[src/rtl/rcvr_pkg.sv]
// Shared constants and types for the receiver WSI burst sequencer.
package rcvr_pkg;

  localparam int unsigned DATA_W_DEF = 32;
  localparam int unsigned LEN_W_DEF  = 12;
  localparam int unsigned CNT_W_DEF  = 16;

  // WSI MCmd encodings used by this master
  localparam logic [2:0] WSI_IDLE  = 3'b000;
  localparam logic [2:0] WSI_WRITE = 3'b001;

  typedef enum logic [1:0] {
    IDLE  = 2'd0,
    WAIT  = 2'd1,
    BURST = 2'd2
  } state_e;

endpackage

[src/rtl/rcvr_burst_seq_sat_counter.sv]
// Width-parameterised saturating counter with synchronous clear.
module sat_counter #(
  parameter int unsigned W = 16
) (
  input  logic         clk_i,
  input  logic         rst_i,
  input  logic         clr_i,
  input  logic         inc_i,
  output logic [W-1:0] cnt_o
);

  logic [W-1:0] cnt_q;

  // Clear wins over increment; increment stops at all-ones
  always_ff @(posedge clk_i) begin
    if (rst_i || clr_i) begin
      cnt_q <= '0;
    end else if (inc_i && (cnt_q != '1)) begin
      cnt_q <= cnt_q + W'(1);
    end
  end

  assign cnt_o = cnt_q;

endmodule

[src/rtl/rcvr_burst_seq.sv]
// Burst sequencer: cuts the datapath sample stream into precise WSI write
// bursts and runs the start/stop/count sequence of a receiver run.
module rcvr_burst_seq
  import rcvr_pkg::*;
#(
  parameter int unsigned DATA_W = DATA_W_DEF,
  parameter int unsigned LEN_W  = LEN_W_DEF,
  parameter int unsigned CNT_W  = CNT_W_DEF
) (
  input  logic              ctl_Clk,
  input  logic              ctl_Reset,
  input  logic              cfg_start,
  input  logic              cfg_stop,
  input  logic [LEN_W-1:0]  cfg_burst_len,
  input  logic [CNT_W-1:0]  cfg_burst_count,
  input  logic              in_valid,
  input  logic [DATA_W-1:0] in_data,
  output logic              in_ready,
  output logic [2:0]        chan_MCmd,
  output logic              chan_MReqLast,
  output logic              chan_MBurstPrecise,
  output logic [LEN_W-1:0]  chan_MBurstLength,
  output logic [DATA_W-1:0] chan_MData,
  output logic              chan_MReqInfo,
  input  logic              chan_SThreadBusy,
  output logic              sts_running,
  output logic              sts_done,
  output logic [CNT_W-1:0]  sts_bursts,
  output logic [CNT_W-1:0]  sts_gaps
);

  state_e             state_q, state_d;
  logic [LEN_W-1:0]   len_q, len_d;
  logic [LEN_W-1:0]   beat_q, beat_d;
  logic               stop_q, stop_d;
  logic [CNT_W-1:0]   bursts_q, bursts_d;
  logic               done_q, done_d;
  logic               running_q;

  logic [2:0]         mcmd_q;
  logic               last_q, precise_q, info_q;
  logic [LEN_W-1:0]   blen_q;
  logic [DATA_W-1:0]  data_q;

  logic               xfer;
  logic [LEN_W-1:0]   len_eff;
  logic               beat_valid, beat_last, end_run;
  logic [LEN_W-1:0]   beat_len;
  logic               gaps_clr, gaps_inc;

  // Handshake is purely a function of state and slave backpressure
  always_comb begin
    in_ready = ((state_q == WAIT) || (state_q == BURST)) && !chan_SThreadBusy
               && !((state_q == WAIT) && stop_q);
  end

  // Next-state, beat issue and end-of-burst decisions
  always_comb begin
    state_d    = state_q;
    len_d      = len_q;
    beat_d     = beat_q;
    stop_d     = stop_q;
    bursts_d   = bursts_q;
    done_d     = 1'b0;
    beat_valid = 1'b0;
    beat_last  = 1'b0;
    beat_len   = '0;
    end_run    = 1'b0;
    gaps_clr   = 1'b0;
    gaps_inc   = 1'b0;
    xfer       = in_valid && in_ready;
    len_eff    = (cfg_burst_len == '0) ? LEN_W'(1) : cfg_burst_len;

    case (state_q)
      IDLE: begin
        if (cfg_start && !cfg_stop) begin
          state_d  = WAIT;
          bursts_d = '0;
          stop_d   = 1'b0;
          gaps_clr = 1'b1;
        end
      end
      WAIT: begin
        if (cfg_stop) begin
          state_d = IDLE;
          stop_d  = 1'b0;
          done_d  = 1'b1;
        end else if (xfer) begin
          len_d      = len_eff;
          beat_valid = 1'b1;
          beat_len   = len_eff;
          if (len_eff == LEN_W'(1)) begin
            beat_last = 1'b1;
          end else begin
            beat_d  = LEN_W'(1);
            state_d = BURST;
          end
        end
      end
      BURST: begin
        if (cfg_stop) stop_d = 1'b1;
        gaps_inc = !in_valid && !chan_SThreadBusy;
        if (xfer) begin
          beat_valid = 1'b1;
          beat_len   = len_q;
          if (beat_q == len_q - LEN_W'(1)) begin
            beat_last = 1'b1;
          end else begin
            beat_d = beat_q + LEN_W'(1);
          end
        end
      end
      default: state_d = IDLE;
    endcase

    // A stop seen during the last beat itself also ends the run here
    if (beat_last) begin
      bursts_d = bursts_q + CNT_W'(1);
      if (stop_q || cfg_stop ||
          ((cfg_burst_count != '0) && (bursts_d == cfg_burst_count))) begin
        end_run = 1'b1;
        state_d = IDLE;
        stop_d  = 1'b0;
        done_d  = 1'b1;
      end else begin
        state_d = WAIT;
      end
    end
  end

  // Control state registers
  always_ff @(posedge ctl_Clk) begin
    if (ctl_Reset) begin
      state_q   <= IDLE;
      len_q     <= '0;
      beat_q    <= '0;
      stop_q    <= 1'b0;
      bursts_q  <= '0;
      done_q    <= 1'b0;
      running_q <= 1'b0;
    end else begin
      state_q   <= state_d;
      len_q     <= len_d;
      beat_q    <= beat_d;
      stop_q    <= stop_d;
      bursts_q  <= bursts_d;
      done_q    <= done_d;
      running_q <= (state_d != IDLE);
    end
  end

  // WSI output register: one beat per transfer, all-zero otherwise
  always_ff @(posedge ctl_Clk) begin
    if (ctl_Reset || !beat_valid) begin
      mcmd_q    <= WSI_IDLE;
      last_q    <= 1'b0;
      precise_q <= 1'b0;
      blen_q    <= '0;
      data_q    <= '0;
      info_q    <= 1'b0;
    end else begin
      mcmd_q    <= WSI_WRITE;
      last_q    <= beat_last;
      precise_q <= 1'b1;
      blen_q    <= beat_len;
      data_q    <= in_data;
      info_q    <= end_run;
    end
  end

  sat_counter #(.W(CNT_W)) u_gaps (
    .clk_i (ctl_Clk),
    .rst_i (ctl_Reset),
    .clr_i (gaps_clr),
    .inc_i (gaps_inc),
    .cnt_o (sts_gaps)
  );

  assign chan_MCmd          = mcmd_q;
  assign chan_MReqLast      = last_q;
  assign chan_MBurstPrecise = precise_q;
  assign chan_MBurstLength  = blen_q;
  assign chan_MData         = data_q;
  assign chan_MReqInfo      = info_q;
  assign sts_running        = running_q;
  assign sts_done           = done_q;
  assign sts_bursts         = bursts_q;

endmodule

[config.mk]
export PLATFORM = sky130hd
export DESIGN_NAME = rcvr_burst_seq
export DESIGN_NICKNAME = d
export VERILOG_FILES = /design/src/rtl/rcvr_pkg.sv /design/src/rtl/rcvr_burst_seq_sat_counter.sv /design/src/rtl/rcvr_burst_seq.sv
export SDC_FILE = /design/constraint.sdc
export NUM_CORES = 1
export LEC_CHECK = 0
export ABC_AREA = 1
export BUFFER_PORTS_ARGS = -buffer_cell sky130_fd_sc_hd__buf_4
export CORE_ASPECT_RATIO = 1.1
export CORE_UTILIZATION = 52
export DETAILED_ROUTE_END_ITERATION = 8
export MAX_ROUTING_LAYER = met4
export PLACE_DENSITY = 0.79
export SKIP_LAST_GASP = 1
export SYNTH_ARGS = -nofsm -noshare
export SYNTH_HDL_FRONTEND = slang
export SYNTH_SLANG_ARGS = --single-unit
[constraint.sdc]
create_clock -name ctl_Clk -period 3.1 [get_ports ctl_Clk]
set_input_delay 0.62 -clock ctl_Clk [delete_from_list [all_inputs] [get_ports ctl_Clk]]
set_output_delay 0.62 -clock ctl_Clk [all_outputs]
set_load 0.03 [all_outputs]
==> impl_metrics.tcl <==
set metrics [dict create \
    syn_area_um2 5760 \
    antenna_left 0 \
    setup_tns_ps 0 \
    firstDrtPassIters 5 \
    hold_buffers 0 \
    grt_pass1_wl_um 22700 \
    hold_class "primary input to flip-flop" \
    grtUsageTotal_pct 25.9 \
    initial_utilization_pct 54.4 \
    cts_resized 0 \
    power.density_nw_per_um2 380 \
    critPathSlowestCell "dfxtp_1" \
    critPathMaxFanout 16 \
    final_max_slew_viol_count 0 \
    drc 0 \
    tritoncts "yes" \
    root_buffer "clkbuf_16" \
    drive_gt1_share_pct 21.1 \
    fmax_mhz 405 \
    setup.worst_path.start_class "flip-flop" \
    mostFrequentLayoutCells "nand2_1, buf_4, inv_1, dfxtp_1, nor2_1" \
    clk_path_buf_depth 2 \
    leakage_nw 3.41 \
    skew_ps 8.93 \
    synth_area_leaders "dfxtp_1, nand2_1, inv_1" \
    multi_input_area_um2 2960 \
    rsz0062_at_grt "no" \
    finalSetupViolations 0 \
    die_h_um 112 \
    worstPathCellList "inv_1 > ha_1 > nand2_1 > nand2_1 > nor2_2 > nand2_2 > nor2_4 > nand2_1 > a21oi_2 > nand2_2 > nand2_4 > nand3_1 > o21ai_1 > nor2_1" \
    yosys_warnings 0 \
    io_pins 151 \
    drt-vias-per-instance 4.89 \
    nets 1068 \
    numPortBuffers 148 \
    min_period_ps 2470 \
    routabilityCongestion 0.906 \
    grt_pass1_vias 5033 \
    synth_seq_cells 108 \
    antenna_found_initial 0 \
    cpMostUsedCell "nand2_1" \
    drt-total-wl_um 14200 \
    coreArea_um2 10600 \
    yosys.area.top_type "dfxtp_1" \
    grt_start_max_net_pins 46 \
    first_iter_violations 317 \
    hold_violations 0 \
    cts_setup_buffers 0 \
    clk_pin_slew_ps 80 \
    clock_sinks 108 \
    area_growth_pct 25.4 \
    fillerInstances 927 \
    cts_max_level 3 \
    path_class "flip-flop to flip-flop" \
    vias 5578 \
    yosysSeqAreaShare_pct 37.5 \
    grt-ovfl-total 0 \
    tightest_slew_ps 775 \
    status "complete, no violations" \
    seqCellArea_um2 2160 \
    synth_top_area_share_pct 37.5 \
    hpwlAfterDp_um 10600 \
    worstPathRequired_ps 3350 \
    worstSkewPairLatency_ps 360 \
    antenna_cells 0 \
    max_stage_delay_ps 400 \
    ir_worst_vdd_v 0.000291 \
    maxCapViolations 0 \
    cp.arrival_ps 2720 \
    slew_headroom_pct 48.2 \
    syn_avg_cell_area_um2 6.74 \
    fp.dieW_um 102 \
    netlist_instances 855 \
    post-route-period-util_pct 79.7 \
    final_util_pct 68.2 \
    critPathCaptureType "flip-flop" \
    rows 39 \
    die_area_um2 11500 \
    hold-worst-slack_ps 471 \
    numCtsBuffers 9 \
    ys_types 43 \
    wl_per_cell_um 12.4 \
    final_common_cell "nand2_1" \
]
## where the power goes
part | internal [mW] | total (mW) | switching, mW
sequential | 1.39 | 1.39 | 0.00352
combinational | 0.0854 | 0.181 | 0.0956
clock | 0.591 | 1.17 | 0.577
total | 2.07 | 2.74 | 0.676
## cell usage after synthesis, drive strengths merged
library cell    n
a31oi           1
dfxtp         108
nor4            5
conb            1
clkbuf          9
a22o            1
nand4          17
o21bai          1
nand3b          4
a211oi          1
or2             2
and3            1
nor3           10
inv           134
and2            2
nor3b           1
xor2           21
nand2         234
a21oi          65
nand3          77
nor2          118
buf            14
o21ai          15
ha              9
xnor2           3
xnor3           1
## metrics by stage
stage          area [um^2]  total power, mW  instances  worst slack [ps]
5_1_grt               7220             2.84       1141               349
6_report              7220             2.74       1141               630
2_1_floorplan         5770             1.52        856               824
3_5_place_dp          6920             1.61       1125               664
4_1_cts               7220             2.75       1141               640
3_3_place_gp          6920             1.61       1125               723
## worst max-delay path: cells and delay by family (launching register included)
family	cells	cell delay [ps]
AOI/OAI and AO/OA	2	330
adders and majority gates	1	250
and+or+nand+nor	10	1320
buffers and inverters	1	80
DFF	1	400
## cell type report
cell class	instances	share of cell area, %
Multi-Input combinational cell	591	41.0
Sequential cell	108	29.9
Timing Repair Buffer	149	15.5
Inverter	134	6.96
Clock buffer	10	3.31
Tap cell	143	2.48
Clock inverter	6	0.866
## sequential cells by signal, indices dropped and copies added, names as in the netlist, 2 cells and up
register	cells
chan_MData	32
sts_bursts	16
u_gaps.cnt_o	16
beat_q	12
chan_MBurstLength	12
len_q	12
state_q	2
## kinds of logic (layout without fill, tap and decap cells)
family	Yosys count	count (layout)	synth area share, %
buffers and inverters	157	299	11.2
other	1	2	0.0651
xor gates and xnor gates	25	25	4.04
AOI/OAI and AO/OA	84	84	7.80
DFF	108	108	37.5
adders and majority gates	9	9	1.95
and+or+nand+nor	471	471	37.5
## worst paths after layout
check / slack, ps / startpoint / depth (start not counted) / to
setup / recovery: 630 / state_q[1] / 14 / beat_q[6]
setup reg to reg: 630 / state_q[1] / 14 / beat_q[6]
hold / removal: 470 / in_data[29] / 3 / chan_MData[29]
hold reg to reg: 490 / len_q[1] / 2 / len_q[1]
## per-layer routing
metal	track usage (%)	up-vias	wire length, um
met5	-	-	0
met4	10.8	0	439
met3	5.17	34	894
met2	42.0	190	6780
met1	31.0	2415	6080
li1	-	2939	-
No activity file was read; power rests on OpenSTA's default activity.
